## src/rtl/opening_log_ctrl.sv

```systemverilog
`default_nettype none
// ============================================================================
//  Module   : opening_log_ctrl
//  Purpose  : Circular-log controller and arbiter for the opening-record memory
//             (append, indexed read-back by age, full-sweep clear).
//  Revision : 1.0  initial release
// ============================================================================
module opening_log_ctrl #(
   parameter int unsigned DEPTH = 512,
   parameter int unsigned AW    = 9,
   parameter int unsigned DW    = 17
) (
   input  logic          clk,
   input  logic          reset,
   input  logic          log_req,
   input  logic [DW-1:0] log_data,
   output logic          log_ack,
   input  logic          rd_req,
   input  logic [AW-1:0] rd_ofs,
   output logic          rd_valid,
   output logic          rd_err,
   output logic [DW-1:0] rd_data,
   input  logic          clr_req,
   output logic          clr_ack,
   output logic          busy,
   output logic [AW:0]   count,
   output logic [AW-1:0] mem_idx,
   output logic          mem_wr,
   output logic          mem_en,
   output logic [DW-1:0] mem_wdata,
   input  logic [DW-1:0] mem_rdata
);

   localparam logic [2:0] S_IDLE  = 3'd0;
   localparam logic [2:0] S_WRITE = 3'd1;
   localparam logic [2:0] S_READ  = 3'd2;
   localparam logic [2:0] S_ERR   = 3'd3;
   localparam logic [2:0] S_CLEAR = 3'd4;
   localparam logic [2:0] S_DONE  = 3'd5;

   localparam logic [AW:0]   C_FULL = (AW+1)'(DEPTH);
   localparam logic [AW-1:0] C_LAST = AW'(DEPTH - 1);

   logic [2:0]    state_q,   state_d;
   logic [AW-1:0] wr_ptr_q,  wr_ptr_d;
   logic [AW:0]   count_q,   count_d;
   logic [DW-1:0] rd_data_q, rd_data_d;
   logic          lww_q,     lww_d;
   logic [AW-1:0] clr_ptr_q, clr_ptr_d;
   logic          clr_ack_q, clr_ack_d;
   logic          ign_log_q, ign_log_d;
   logic          ign_rd_q,  ign_rd_d;

   logic w_log, w_rd, w_rd_ok;

   // A req still high in the IDLE cycle right after its pulse is the old request.
   assign w_log   = log_req && !ign_log_q;
   assign w_rd    = rd_req  && !ign_rd_q;
   assign w_rd_ok = ({1'b0, rd_ofs} < count_q);

   always_comb begin
      state_d   = state_q;
      wr_ptr_d  = wr_ptr_q;
      count_d   = count_q;
      rd_data_d = rd_data_q;
      lww_d     = lww_q;
      clr_ptr_d = clr_ptr_q;
      clr_ack_d = 1'b0;
      ign_log_d = (state_q == S_WRITE);
      ign_rd_d  = (state_q == S_DONE) || (state_q == S_ERR);
      case (state_q)
         S_IDLE: begin
            if (clr_req && !clr_ack_q) begin
               state_d   = S_CLEAR;
               clr_ptr_d = '0;
            end else if (w_log && w_rd) begin
               if (lww_q) state_d = w_rd_ok ? S_READ : S_ERR;
               else       state_d = S_WRITE;
            end else if (w_log) begin
               state_d = S_WRITE;
            end else if (w_rd) begin
               state_d = w_rd_ok ? S_READ : S_ERR;
            end
         end
         S_WRITE: begin
            wr_ptr_d = wr_ptr_q + AW'(1);
            count_d  = (count_q == C_FULL) ? count_q : count_q + (AW+1)'(1);
            lww_d    = 1'b1;
            state_d  = S_IDLE;
         end
         S_READ: begin
            rd_data_d = mem_rdata;
            lww_d     = 1'b0;
            state_d   = S_DONE;
         end
         S_DONE: state_d = S_IDLE;
         S_ERR: begin
            lww_d   = 1'b0;
            state_d = S_IDLE;
         end
         S_CLEAR: begin
            clr_ptr_d = clr_ptr_q + AW'(1);
            if (clr_ptr_q == C_LAST) begin
               wr_ptr_d  = '0;
               count_d   = '0;
               clr_ack_d = 1'b1;
               state_d   = S_IDLE;
            end
         end
         default: state_d = S_IDLE;
      endcase
   end

   always_ff @(posedge clk) begin
      if (reset) begin
         state_q   <= S_IDLE;
         wr_ptr_q  <= '0;
         count_q   <= '0;
         rd_data_q <= '0;
         lww_q     <= 1'b0;
         clr_ptr_q <= '0;
         clr_ack_q <= 1'b0;
         ign_log_q <= 1'b0;
         ign_rd_q  <= 1'b0;
      end else begin
         state_q   <= state_d;
         wr_ptr_q  <= wr_ptr_d;
         count_q   <= count_d;
         rd_data_q <= rd_data_d;
         lww_q     <= lww_d;
         clr_ptr_q <= clr_ptr_d;
         clr_ack_q <= clr_ack_d;
         ign_log_q <= ign_log_d;
         ign_rd_q  <= ign_rd_d;
      end
   end

   always_comb begin
      mem_en    = 1'b0;
      mem_wr    = 1'b0;
      mem_idx   = '0;
      mem_wdata = '0;
      case (state_q)
         S_WRITE: begin
            mem_en    = 1'b1;
            mem_wr    = 1'b1;
            mem_idx   = wr_ptr_q;
            mem_wdata = log_data;
         end
         S_READ: begin
            mem_en  = 1'b1;
            mem_idx = wr_ptr_q - AW'(1) - rd_ofs;
         end
         S_CLEAR: begin
            mem_en  = 1'b1;
            mem_wr  = 1'b1;
            mem_idx = clr_ptr_q;
         end
         default: ;
      endcase
   end

   assign log_ack  = (state_q == S_WRITE);
   assign rd_valid = (state_q == S_DONE);
   assign rd_err   = (state_q == S_ERR);
   assign clr_ack  = clr_ack_q;
   assign busy     = (state_q != S_IDLE);
   assign count    = count_q;
   assign rd_data  = rd_data_q;

endmodule
`default_nettype wire

```

## config.mk

```make
export PLATFORM = sky130hd
export DESIGN_NAME = opening_log_ctrl
export DESIGN_NICKNAME = d
export VERILOG_FILES = /design/src/rtl/opening_log_ctrl.sv
export SDC_FILE = /design/constraint.sdc
export NUM_CORES = 1
export LEC_CHECK = 0
export BUFFER_PORTS_ARGS = -buffer_cell sky130_fd_sc_hd__buf_2
export CAP_MARGIN = 10
export CORE_MARGIN = 2
export CORE_UTILIZATION = 45
export CTS_CLUSTER_DIAMETER = 100
export DETAILED_ROUTE_END_ITERATION = 8
export PLACE_DENSITY = 0.71
export SYNTH_ARGS = -nofsm -noshare
export SYNTH_HDL_FRONTEND = slang
export SYNTH_SLANG_ARGS = --single-unit
```

## constraint.sdc

```tcl
create_clock -name clk -period 8.2 [get_ports clk]
set_input_delay 1.64 -clock clk [delete_from_list [all_inputs] [get_ports clk]]
set_output_delay 1.64 -clock clk [all_outputs]
set_load 0.05 [all_outputs]
```

Word-level counts from Yosys, hierarchy flattened
Index checks and enable logic that the tools add are counted.

Register bits: 52. Word-level logic and storage cells: 69.

Add/sub/neg operators: 5. $lt $le $gt $ge: 1. Equal/unequal tests: 11. Multiplexer cells: 21. Bitwise logic cells: 1. Reductions and logical operators: 21.

Operators with widths (number): $pmux 9 s2 (2); $pmux 9 s3 (1); $mux 10 (2); $pmux 10 s2 (1); $add 9x1->9 const B (2); $mux 9 (2); $mux 17 (1); $mux 3 (5); $add 10x1->10 const B (1); $eq 10x10->1 const B (1); $lt 9x10->1 (1); $eq 9x9->1 const B (1); $pmux 3 s3 (1); $sub 9x1->9 const B (1); $sub 9x9->9 (1); $eq 3x2->1 const B (2); $eq 3x3->1 const B (2); $ne 2x2->1 const B (3); $reduce_and 2->1 (3); $reduce_bool 2->1 (3); $reduce_or 2->1 (3); $ne 5x5->1 const B (1); $logic_and 1x1->1 (4); $mux 1 (4); other kinds (10) (12).

Depth between registers and ports, before layout
Depth after elaboration: 7. Gate-level depth with buffers: 11. Depth with buffers taken out: 10.

Worst setup path before layout
No wires, ideal clock.

Path type: input to output. Start: input port rd_ofs[0]. End: output port mem_idx[6]. Arrival time: 4121 ps. Path slack: 2439 ps. Stages on the path: 8. Path buffers: 0. Cells stage by stage: inv_1 -> ha_1 -> fa_1 -> a211oi_1 -> o21bai_1 -> a21oi_1 -> xor2_1 -> o31ai_1.

Cells in the longest elaborated chain, start to end: 2.

Ends and longest elaborated chain: from (decl) (RTL line 19) `input logic [AW-1:0] rd_ofs,`; $sub 9x9->9 (RTL line 152) `mem_idx = wr_ptr_q - AW'(1) - rd_ofs;`; $pmux 9 s3 (RTL line 143) `case (state_q)`; to (decl) (RTL line 27) `output logic [AW-1:0] mem_idx,`.

Every way passes these cells.

Final worst setup path
Start: input port rd_ofs[0]. End: output port mem_idx[8].

Same word-level chain as after synthesis.

==> run metrics <==
status finished, final reports clean; r2r setup slk 5.50 ns; CTS sink cnt 52; Wirelength per Cell approximately 14 um; CTS resizes 0; CP Class in -> out; filler instances around 660; first-pass GRT wire length ~13 mm; I/O Pins ~110; Syn-to-layout area delta 20.8%; # DRC 0; Yosys warnings 0; Crit path max-delay family compound AO/OA/AOI/OAI gates; CTS tree built; design area between 3000 and 4000 um^2; setup bufs post-CTS 0; unrepaired setup endpoints after global routing no; Starting DRT DRC Count between 100 and 150; Die Span Y around 87 um; Setup violations, final 0; pwr dens roughly 140 nW/um^2; Worst-path clk slew about 0.10 ns; detailed-route wire length 8.11 mm; ys flop type dfxtp_1; core area 6720 um^2; max-slew violations 0; number of flops mapped to enable cells by yosys 0; Worst Path Max Fanout 3; reg2reg path depth 10; r2r startpoint clr_ptr_q[0]$_SDFFE_PP0P_; # hold bufs at CTS 0; cell mode on critical path buf_2; Post-DP HPWL approximately 6.1 mm; overall routing resource usage a little over a fifth; Ant. Diodes 0; worst slew pin tran roughly 0.83 ns; Final Hold Viols 0; number of vias per cell approximately 5.3; initial antenna violation count 0; IO buf count approximately 110; Syn Nets ~470; share of cells above drive strength 1 around 24%; Synth Instances slightly below 400; latest clock arrival within the worst-skew pair between 0.3 and 0.4 ns; clock buffer depth 2; crit path to mem_idx[8]; hold-critical path depth 2; iteration count of the initial detailed-routing pass 4; Seq/Total Area, Yosys between 30% and 40%; Max IR drop VDD around 0.069 mV; fin crit period about 5.5 ns; period utilization roughly 67%; Synth Register Bits 52; crit path DAT roughly 3.8 ns; cell count along the critical path 10; clk_skew between 0.004 and 0.005 ns; Data required, critical path between 6 and 7 ns; Initial Util 46.2%; vias in the first global route around 2,700; setup TNS 0 ns; Distinct cells, synth between 50 and 60; HP Class reg -> reg; Die ar. approximately 7600 um^2; largest net degree at the start of global routing 39; worst hold margin approximately 0.46 ns; CTS H-tree depth 2; grt total ovfl 0; DP Area 3650 um^2; CTS buffer count 5; CP max-delay cell fa_1; Placer Congestion roughly 0.85; max cap viols 0; P_leak between 1.5 and 2 nW; worst stage delay on the critical path 0.44 ns; row count 30; final core occ a little under three fifths; Chip Width between 80 and 90 um; CP startpoint rd_ofs[0]; CP bufs+invs 3; crit path capture type output pin; Antenna Violating Nets Remaining 0; headroom to the max-slew limit between 40% and 50%; ys async rst share 0%; CTS Root Cell clkbuf_8; CP Launch Type input port; Syn Area/Cell around 8 um^2; Critical R2R Capture count[4]$_SDFFE_PP0P_; mapped cell area just over 3000 um^2; fmax between 150 and 200 MHz; worst-path cell chain buf_2 -> inv_1 -> ha_1 -> fa_1 -> a211oi_1 -> o21bai_1 -> o41ai_1 -> xnor2_1 -> o22ai_1 -> buf_2; detailed-route via count slightly above 3,000; number of nets in the layout between 500 and 600
[power breakdown]
group          switching (mW)  leakage [nW]  internal [mW]
logic                  0.0764          1.27         0.0355
clock network          0.0958        0.0452         0.0625
registers             0.00807         0.420          0.257
total                   0.180          1.74          0.355
[per-stage QoR]
| step | worst slack (ns) | power, mW | instances |
|---|---|---|---|
| floorplan | 2.44 | 0.352 | 398 |
| global placement | 2.75 | 0.380 | 567 |
| detailed placement | 2.76 | 0.383 | 567 |
| CTS | 2.74 | 0.541 | 575 |
| global route | 2.61 | 0.562 | 575 |
| finish | 2.75 | 0.536 | 575 |
[layout make-up]
| cell class | instances | area, um^2 | share of cell area, % |
|---|---|---|---|
| sequential | 52 | 1040 | 27.8 |
| timing repair buffer | 108 | 543 | 14.5 |
| tap | 80 | 100 | 2.67 |
| multi-input combinational | 308 | 1900 | 50.7 |
| inverter | 19 | 71.3 | 1.90 |
| clock inverter | 3 | 25.0 | 0.668 |
| clock buffer | 5 | 68.8 | 1.84 |
[cell usage in the layout (no fill, tap or decap), drive strengths merged, types with 2 or more instances in the layout]
master,Yosys,final
ha,21,21
nand2,49,49
nor4b,2,2
and3,6,6
a31oi,2,2
a22oi,7,7
xor2,13,13
nand2b,8,8
or2,2,2
or3,3,3
nand3b,5,5
o21ai,21,21
clkbuf,10,5
xnor2,8,8
buf,9,108
a2111oi,2,2
nor3,6,6
and2,24,24
dfxtp,52,52
a211oi,5,5
nand4,14,14
nor4,2,2
a21o,4,4
nand3,11,11
nor2b,6,6
o21bai,2,2
inv,19,21
a21oi,35,35
nor2,36,36
[kinds of logic (layout without fill, tap and decap cells)]
| kind of cell | after synthesis | after routing | share of synthesized area, % |
|---|---|---|---|
| compound gates | 84 | 84 | 16.2 |
| xor+xnor | 21 | 21 | 5.93 |
| fa+ha+maj | 22 | 22 | 9.11 |
| buf+inv | 38 | 135 | 5.24 |
| flops | 52 | 52 | 33.5 |
| simple gates | 181 | 181 | 30.0 |
[how the worst min path moves through the flow]
| stage | to | from |
|---|---|---|
| finish | rd_data[3]$_SDFFE_PP0P_ | rd_data[3]$_SDFFE_PP0P_ |
| global route | rd_data[3]$_SDFFE_PP0P_ | rd_data[3]$_SDFFE_PP0P_ |
| CTS | rd_data[3]$_SDFFE_PP0P_ | rd_data[3]$_SDFFE_PP0P_ |
| detailed placement | rd_data[3]$_SDFFE_PP0P_ | rd_data[3]$_SDFFE_PP0P_ |
| global placement | rd_data[15]$_SDFFE_PP0P_ | rd_data[15]$_SDFFE_PP0P_ |
| floorplan | clr_ptr_q[8]$_SDFFE_PP0P_ | clr_ptr_q[8]$_SDFFE_PP0P_ |
[registers in the layout, summed over array words and instances, names as in the netlist]
| name | count |
|---|---|
| ign_rd_q | 1 |
| wr_ptr_q | 9 |
| clr_ptr_q | 9 |
| state_q | 3 |
| ign_log_q | 1 |
| lww_q | 1 |
| clr_ack | 1 |
| rd_data | 17 |
| count | 10 |
[worst reg2reg max path: stages (launching register included)]
cell and delay [ns]:
dfxtp_1 0.41, ha_1 0.20, and3_1 0.24, nand3_1 0.09
nor2_1 0.13, ha_1 0.20, nand3b_1 0.11, a21oi_2 0.68
nand3_1 0.23, xnor2_1 0.21, nor2_1 0.05
[layer usage]
| metal | up-vias | GRT usage [%] | part of all wire [%] |
|---|---|---|---|
| li1 | 1561 | - | - |
| met1 | 1444 | 29.0 | 47 |
| met2 | 56 | 35.5 | 48 |
| met3 | 5 | 3.13 | 4.0 |
| met4 | 0 | 4.69 | 0.78 |
| met5 | - | 0 | 0 |
[synth_stat cells (7+ instances only)]
library cell | count | share of area (%)
a21oi_1 | 34 | 5.5
a22oi_1 | 7 | 1.7
and2_1 | 23 | 4.6
buf_2 | 7 | 1.1
clkbuf_1 | 10 | 1.2
dfxtp_1 | 52 | 34
ha_1 | 21 | 8.5
inv_1 | 19 | 2.3
nand2_1 | 49 | 5.9
nand2b_1 | 8 | 1.6
nand3_1 | 11 | 1.8
nand4_1 | 14 | 2.8
nor2_1 | 36 | 4.4
o21ai_0 | 18 | 2.9
xnor2_1 | 8 | 2.3
xor2_1 | 13 | 3.7
(Power assumes the default switching activity.)
